## config.mk

```make
export PLATFORM = sky130hd
export DESIGN_NAME = cacheline_burst_adaptor
export DESIGN_NICKNAME = d
export VERILOG_FILES = /design/src/rtl/cacheline_burst_adaptor.sv
export SDC_FILE = /design/constraint.sdc
export NUM_CORES = 2
export LEC_CHECK = 0
export CORE_ASPECT_RATIO = 0.6
export CORE_MARGIN = 2
export CORE_UTILIZATION = 30
export CTS_CLUSTER_SIZE = 14
export DETAILED_ROUTE_END_ITERATION = 10
export MAX_ROUTING_LAYER = met4
export PLACE_DENSITY_LB_ADDON = 0.15
export SYNTH_ARGS = -nofsm -noshare
export SYNTH_HDL_FRONTEND = slang
export SYNTH_SLANG_ARGS = --single-unit
```

## constraint.sdc

```tcl
create_clock -name clk -period 4.05 [get_ports clk]
set_input_delay 0.6075 -clock clk [delete_from_list [all_inputs] [get_ports clk]]
set_output_delay 0.6075 -clock clk [all_outputs]
set_load 0.02 [all_outputs]
```

## src/rtl/cacheline_burst_adaptor.sv

```systemverilog
// Splits one 256-bit cacheline request into a BEATS-long burst of BEAT_W-bit
// memory transfers and reassembles read bursts into a single line response.
module cacheline_burst_adaptor #(
    parameter int BEATS  = 4,
    parameter int BEAT_W = 64,
    parameter int ADDR_W = 32
) (
    input  logic                    clk,
    input  logic                    rst,
    input  logic                    line_read,
    input  logic                    line_write,
    input  logic [ADDR_W-1:0]       line_addr,
    input  logic [BEATS*BEAT_W-1:0] line_wdata,
    output logic                    line_resp,
    output logic [BEATS*BEAT_W-1:0] line_rdata,
    output logic                    mem_read,
    output logic                    mem_write,
    output logic [ADDR_W-1:0]       mem_addr,
    output logic [BEAT_W-1:0]       mem_wdata,
    input  logic [BEAT_W-1:0]       mem_rdata,
    input  logic                    mem_resp
);
    localparam int LINE_W = BEATS * BEAT_W;
    localparam int CNT_W  = $clog2(BEATS);
    localparam int OFF_W  = $clog2(LINE_W / 8);

    typedef enum logic [1:0] {IDLE, RD, WR, DONE} state_t;

    state_t                         state_reg, state_next;
    logic [CNT_W-1:0]               beat_cnt_reg;
    logic [ADDR_W-1:0]              addr_reg;
    logic [BEATS-1:0][BEAT_W-1:0]   wbuf_reg;
    logic [BEATS-1:0][BEAT_W-1:0]   rbuf_reg;
    logic [BEATS-1:0][BEAT_W-1:0]   rbuf_next;
    logic [BEATS-1:0][BEAT_W-1:0]   line_wdata_beats;
    logic [LINE_W-1:0]              line_rdata_reg;
    logic                           last_beat;
    logic                           unused_addr_bits;

    // Byte offset within the line is irrelevant: bursts are line-aligned.
    assign unused_addr_bits = ^line_addr[OFF_W-1:0];

    generate
        for (genvar gi = 0; gi < BEATS; gi++) begin : g_wbeat
            assign line_wdata_beats[gi] = line_wdata[gi*BEAT_W +: BEAT_W];
        end
    endgenerate

    assign last_beat = mem_resp && (beat_cnt_reg == CNT_W'(BEATS - 1));

    always_comb begin
        rbuf_next               = rbuf_reg;
        rbuf_next[beat_cnt_reg] = mem_rdata;
    end

    always_ff @(posedge clk) begin
        if (rst) begin
            state_reg <= IDLE;
        end else begin
            state_reg <= state_next;
        end
    end

    always_comb begin
        state_next = state_reg;
        case (state_reg)
            IDLE: begin
                if (line_read) begin
                    state_next = RD;
                end else if (line_write) begin
                    state_next = WR;
                end
            end
            RD:      if (last_beat) state_next = DONE;
            WR:      if (last_beat) state_next = DONE;
            DONE:    state_next = IDLE;
            default: state_next = IDLE;
        endcase
    end

    always_ff @(posedge clk) begin
        if (rst) begin
            beat_cnt_reg   <= '0;
            addr_reg       <= '0;
            wbuf_reg       <= '0;
            rbuf_reg       <= '0;
            line_rdata_reg <= '0;
        end else begin
            case (state_reg)
                IDLE: begin
                    if (line_read || line_write) begin
                        addr_reg <= {line_addr[ADDR_W-1:OFF_W], OFF_W'(0)};
                    end
                    if (!line_read && line_write) begin
                        wbuf_reg <= line_wdata_beats;
                    end
                end
                RD: begin
                    if (mem_resp) begin
                        rbuf_reg     <= rbuf_next;
                        beat_cnt_reg <= last_beat ? '0 : beat_cnt_reg + 1'b1;
                    end
                    // Only a completed burst becomes visible to the arbiter.
                    if (last_beat) begin
                        line_rdata_reg <= rbuf_next;
                    end
                end
                WR: begin
                    if (mem_resp) begin
                        beat_cnt_reg <= last_beat ? '0 : beat_cnt_reg + 1'b1;
                    end
                end
                default: ;
            endcase
        end
    end

    assign line_resp  = (state_reg == DONE);
    assign mem_read   = (state_reg == RD);
    assign mem_write  = (state_reg == WR);
    assign mem_addr   = addr_reg;
    assign mem_wdata  = wbuf_reg[beat_cnt_reg];
    assign line_rdata = line_rdata_reg;

endmodule

```

Word-level counts from Yosys, hierarchy flattened. Index checks and enable logic that the tools add are counted.

Order comparisons: 2. Eq/ne operators: 6. Add/sub/neg operators: 1. Muxes and demuxes: 10. Reduce and logical (&&, ||, !) cells: 13.

Operators with widths (count): 256-bit bitwise mux (1); 64-bit binary-select mux with 2-bit select (1); 64-bit demux with 2-bit select (1); 64-bit two-way mux (2); 2-bit AND reduction (6); 2-bit two-way mux (4); 2-bit == test (second input constant) (3); 2-bit one-hot mux with 3 select lines (1); 1-bit logical AND (3); 2-bit by 3-bit less-than comparator with 1-bit output (second input constant) (1); 3-bit inequality test (second input constant) (1); 2-bit by 1-bit adder with 2-bit output (second input constant) (1); 2-bit by 1-bit == test with 1-bit output (second input constant) (1); 2-bit by 1-bit >= comparator with 1-bit output (second input constant) (1); 2-bit zero test (1); 2-bit by 1-bit inequality test with 1-bit output (second input constant) (1); 2-bit OR reduction (1); 1-bit zero test (1); 1-bit logical OR (1).

Output and inout bits: 355. Register bits after elaboration: 799. Input bits: 357. Word-level logic and storage cells: 44.

Longest topological paths before layout.
Depth after elaboration: 5. Depth in mapped cells: 10. Depth with buffers taken out: 5.

Least setup slack after synthesis. Ideal clock, no wire load.

Kind: register to register. From: register beat_cnt_reg[1]. To: register line_rdata_reg[34], in the netlist line_rdata[34]. Buffers on the path: 5. Period minus slack after synthesis: 2.039 ns. Setup time: 0.086 ns. Stages on the path, launching flop included: 10. Path slack: 2.011 ns. Arrival time: 1.953 ns. Required time: 3.964 ns. Path through: dfxtp_1 -> buf_4 -> buf_2 -> buf_4 -> inv_1 -> ha_1 -> buf_4 -> buf_2 -> mux2i_1 -> a211oi_1.

Longest elaborated chain between the ends: 5. Elaborated cells on any way between the ends: 9. Classes of those cells: order compare: 2; eq/ne: 1; mux: 3; reduce/logical: 3.

Ends and longest elaborated chain: start, declared (RTL line 30) `logic [CNT_W-1:0] beat_cnt_reg;`; start signal, assigned (RTL line 101) `beat_cnt_reg <= last_beat ? '0 : beat_cnt_reg + 1'b1;`; start signal, assigned (RTL line 110) `beat_cnt_reg <= last_beat ? '0 : beat_cnt_reg + 1'b1;`; 2-bit by 3-bit less-than comparator with 1-bit output (implied by the code) or 2-bit by 1-bit >= comparator with 1-bit output (tied branches) (RTL line 53) `rbuf_next[beat_cnt_reg] = mem_rdata;`; 1-bit logical AND (implied by the code) (RTL line 53); 64-bit two-way mux (implied by the code) (RTL line 53); 64-bit demux with 2-bit select (RTL line 53); 256-bit bitwise mux (RTL line 53); end signal, assigned (RTL line 105) `line_rdata_reg <= rbuf_next;`; end, declared (RTL line 36) `logic [LINE_W-1:0] line_rdata_reg;`.

Several ways; a longest one is shown, not always the timed one. A chain may end at the register's enable or synchronous reset.

Worst setup path after layout.
From: register beat_cnt_reg[1]. To: output mem_wdata[28].

Longest elaborated chain between the ends: 2.

Ends and longest elaborated chain: 64-bit binary-select mux with 2-bit select (RTL line 122) `assign mem_wdata = wbuf_reg[beat_cnt_reg];`; 64-bit two-way mux (implied by the code) (RTL line 122); end, declared (RTL line 19) `output logic [BEAT_W-1:0] mem_wdata,`.

Every way passes these cells. The select of a mux whose other input is x is not followed.

==> reports/summary.txt <==
Outcome - completed
#FFs+latches synth - 735
Clock power share - 0.402
CP Capture Type - output port
Setup Fix Bufs, Post-CTS - 0
Area Overhead vs Synth - 36.4%
Synth Instances - 3384
Internal - 13.5 mW
Nets - 4240
Switching power of the nets - 5.48 mW
H-tree depth - 3
Final Wtd Congestion - 0.812
RSZ-0062 raised after global routing - no
Layout cells sized above 1 - 0.0810
Net switching fraction of the power - 0.288
Max stage delay on crit path - 830 ps
Seq/Total Area, Yosys - 0.503
Top delay family on crit path - buffers and inverters
Leak - 13.2 nW
Most common cell after layout, fill and taps aside - nand2_1
Crit path from - beat_cnt_reg[1]$_SDFFE_PP0P_
Worst hold path type - register to register
CTS sink count - 735
Per-cell routed wire length - 20.0 um
Total I/O pin count - 712
DIE HEIGHT - 246 um
Row cnt - 88
Commonest non-fill, non-tap cells in the layout - nand2_1, dfxtp_1, clkdlybuf4s50_1, a21oi_1, nor2_1
TNS Setup - 0 ps
Worst r2r dst - line_rdata[61]$_SDFFE_PP0P_
Fin crit share - 0.915
R2r setup slk - 1130 ps
Detailed Place HPWL - 70500 um
Global-route wire length before repair - 154000 um
Iteration-0 DRC Markers - 1757
Hold path startpoint - wbuf_reg[117]$_SDFFE_PP0P_
Initial antenna violation count - 15
CTS Buffer Depth - 3
Hold depth - 2
FF-to-FF path depth - 5
Routed Antenna Nets - 0
Highest clock rate - 0.270 GHz
Worst-Margin Slew - 1050 ps
Post-cts resize count - 0
Routed Wire Length - 105000 um
Crit-path slowest cell - dfxtp_4
Max Slew Vio Count - 0
Die W - 407 um
Syn Area/Cell - 8.64 um^2
Min Tclk post-route - 3700 ps
Synth cell types - 29
Mapped cell area - 29200 um^2
Sequential power share - 0.416
Dpl ws - 955 ps
Pwr dens - 477 nW/um^2
Largest fanout on the critical path - 35
TritonCTS clock tree - built
Crit path DAT - 3100 ps
CP bufs+invs - 2
Hold EP - wbuf_reg[117]$_SDFFE_PP0P_
Combinational Power Share - 0.182
Via density - 4.69
Grt ovf - 0
Crit Path Category - register to output port
Number of I/O port buffers - 701
Clk root buf - clkbuf_16
Total of max-cap violations - 0
Die footprint - 100000 um^2
GR Util All Layers - 0.208
Core Area - 96300 um^2
Yosys warnings - 0
CTS clk-pin slew, worst paths - 60 ps
Insertion delay to the later sink of the worst-skew pair - 670 ps
Drt first pass iters - 6
Vias in the first global route - 23.4k
Largest net degree at the start of global routing - 168
Skew final - 23.9 ps
DR DRC count - 0
Slew headroom - 0.301
Initial Utilization - 0.303
Endpoints failing setup - 0
Maximum VDD drop - 328 uV
Worst reg2reg startpoint - beat_cnt_reg[0]$_SDFFE_PP0P_
CP required - 3440 ps
Worst path cell trace - buf_4 > mux4_2 > clkdlybuf4s50_1
Crit start category - register
Fin. Hold Viols - 0
Total CTS buffers - 78
Final worst slack - 345 ps
Cts-stage hold buffer count - 0
Via count - 24.7k
synth_stat cells (all sizes together):
cell | n | area share
and3 | 4 | 0.00086
dfxtp | 735 | 0.50
nand3b | 1 | 0.00026
o21a | 1 | 0.00026
nand3 | 5 | 0.0010
buf | 188 | 0.035
and3b | 1 | 0.00030
nor3b | 1 | 0.00026
a21oi | 542 | 0.093
nand2 | 1081 | 0.14
inv | 4 | 0.00051
nand2b | 2 | 0.00043
a211o | 2 | 0.00060
a21boi | 1 | 0.00026
mux4 | 64 | 0.049
ha | 10 | 0.0043
o21ai | 3 | 0.00064
nor2 | 194 | 0.025
mux2i | 193 | 0.066
clkbuf | 159 | 0.021
a211oi | 192 | 0.060
conb | 1 | 0.00013
per-stage QoR:
stage	utilization	power, mW	hold WS [ps]	instance area [um^2]	cells
2_1_floorplan	-	10.2	433	29300	3388
3_3_place_gp	0.386	11.5	440	37100	5098
3_5_place_dp	0.386	11.6	445	37100	5098
4_1_cts	0.413	19.3	419	39800	5241
5_1_grt	0.414	19.9	437	39900	5256
6_report	0.414	19.0	450	39900	5257
logic make-up after synthesis:
kind of cell | after synthesis | synth area share
AOI/OAI and AO/OA | 741 | 0.154
adders and majority gates | 10 | 0.00428
buffers and inverters | 351 | 0.0560
DFF | 735 | 0.503
muxes | 257 | 0.115
other | 1 | 0.000128
and+or+nand+nor | 1289 | 0.167
per-layer routing:
metal / track usage / share of wire / wire length [um] / vias to the layer above
li1: - / - / - / 12300
met1: 0.279 / 0.46 / 48700 / 11800
met2: 0.315 / 0.47 / 48800 / 454
met3: 0.0416 / 0.043 / 4470 / 134
met4: 0.0662 / 0.027 / 2870 / 0
met5: - / 0 / 0 / -
tightest hold or removal path, stage by stage, from the launching register on:
cell and delay, ps:
dfxtp_1 300, nand2_1 50, a21oi_1 50
layout make-up:
cell class | instances | area (um^2)
flip-flops and latches | 735 | 14700
repair buffers | 752 | 7770
clock buffers | 108 | 2240
well taps | 1305 | 1630
diodes | 16 | 40.0
inverters | 4 | 15.0
clock inverters | 35 | 455
fillers | 9655 | 56500
multi-input cells | 2302 | 13000
power by group through the flow:
stage	sequential [mW]	clock [mW]	combinational (mW)
final	7.92	7.64	3.46
after global routing	7.97	8.16	3.74
after CTS	7.92	7.87	3.50
after detailed placement	8.08	0	3.49
after global placement	8.07	0	3.48
after floorplan	8.00	0	2.16
how the worst max path moves through the flow:
stage                                  endpoint  slack, ps  cells after the start
finish                            mem_wdata[28]        350                      3
global route                      mem_wdata[54]        150                      3
CTS                               mem_wdata[28]        210                      3
detailed placement                mem_wdata[28]        960                      3
global placement                  mem_wdata[28]        990                      3
floorplan           line_rdata[34]$_SDFFE_PP0P_       2010                      9
(Power assumes the default switching activity.)
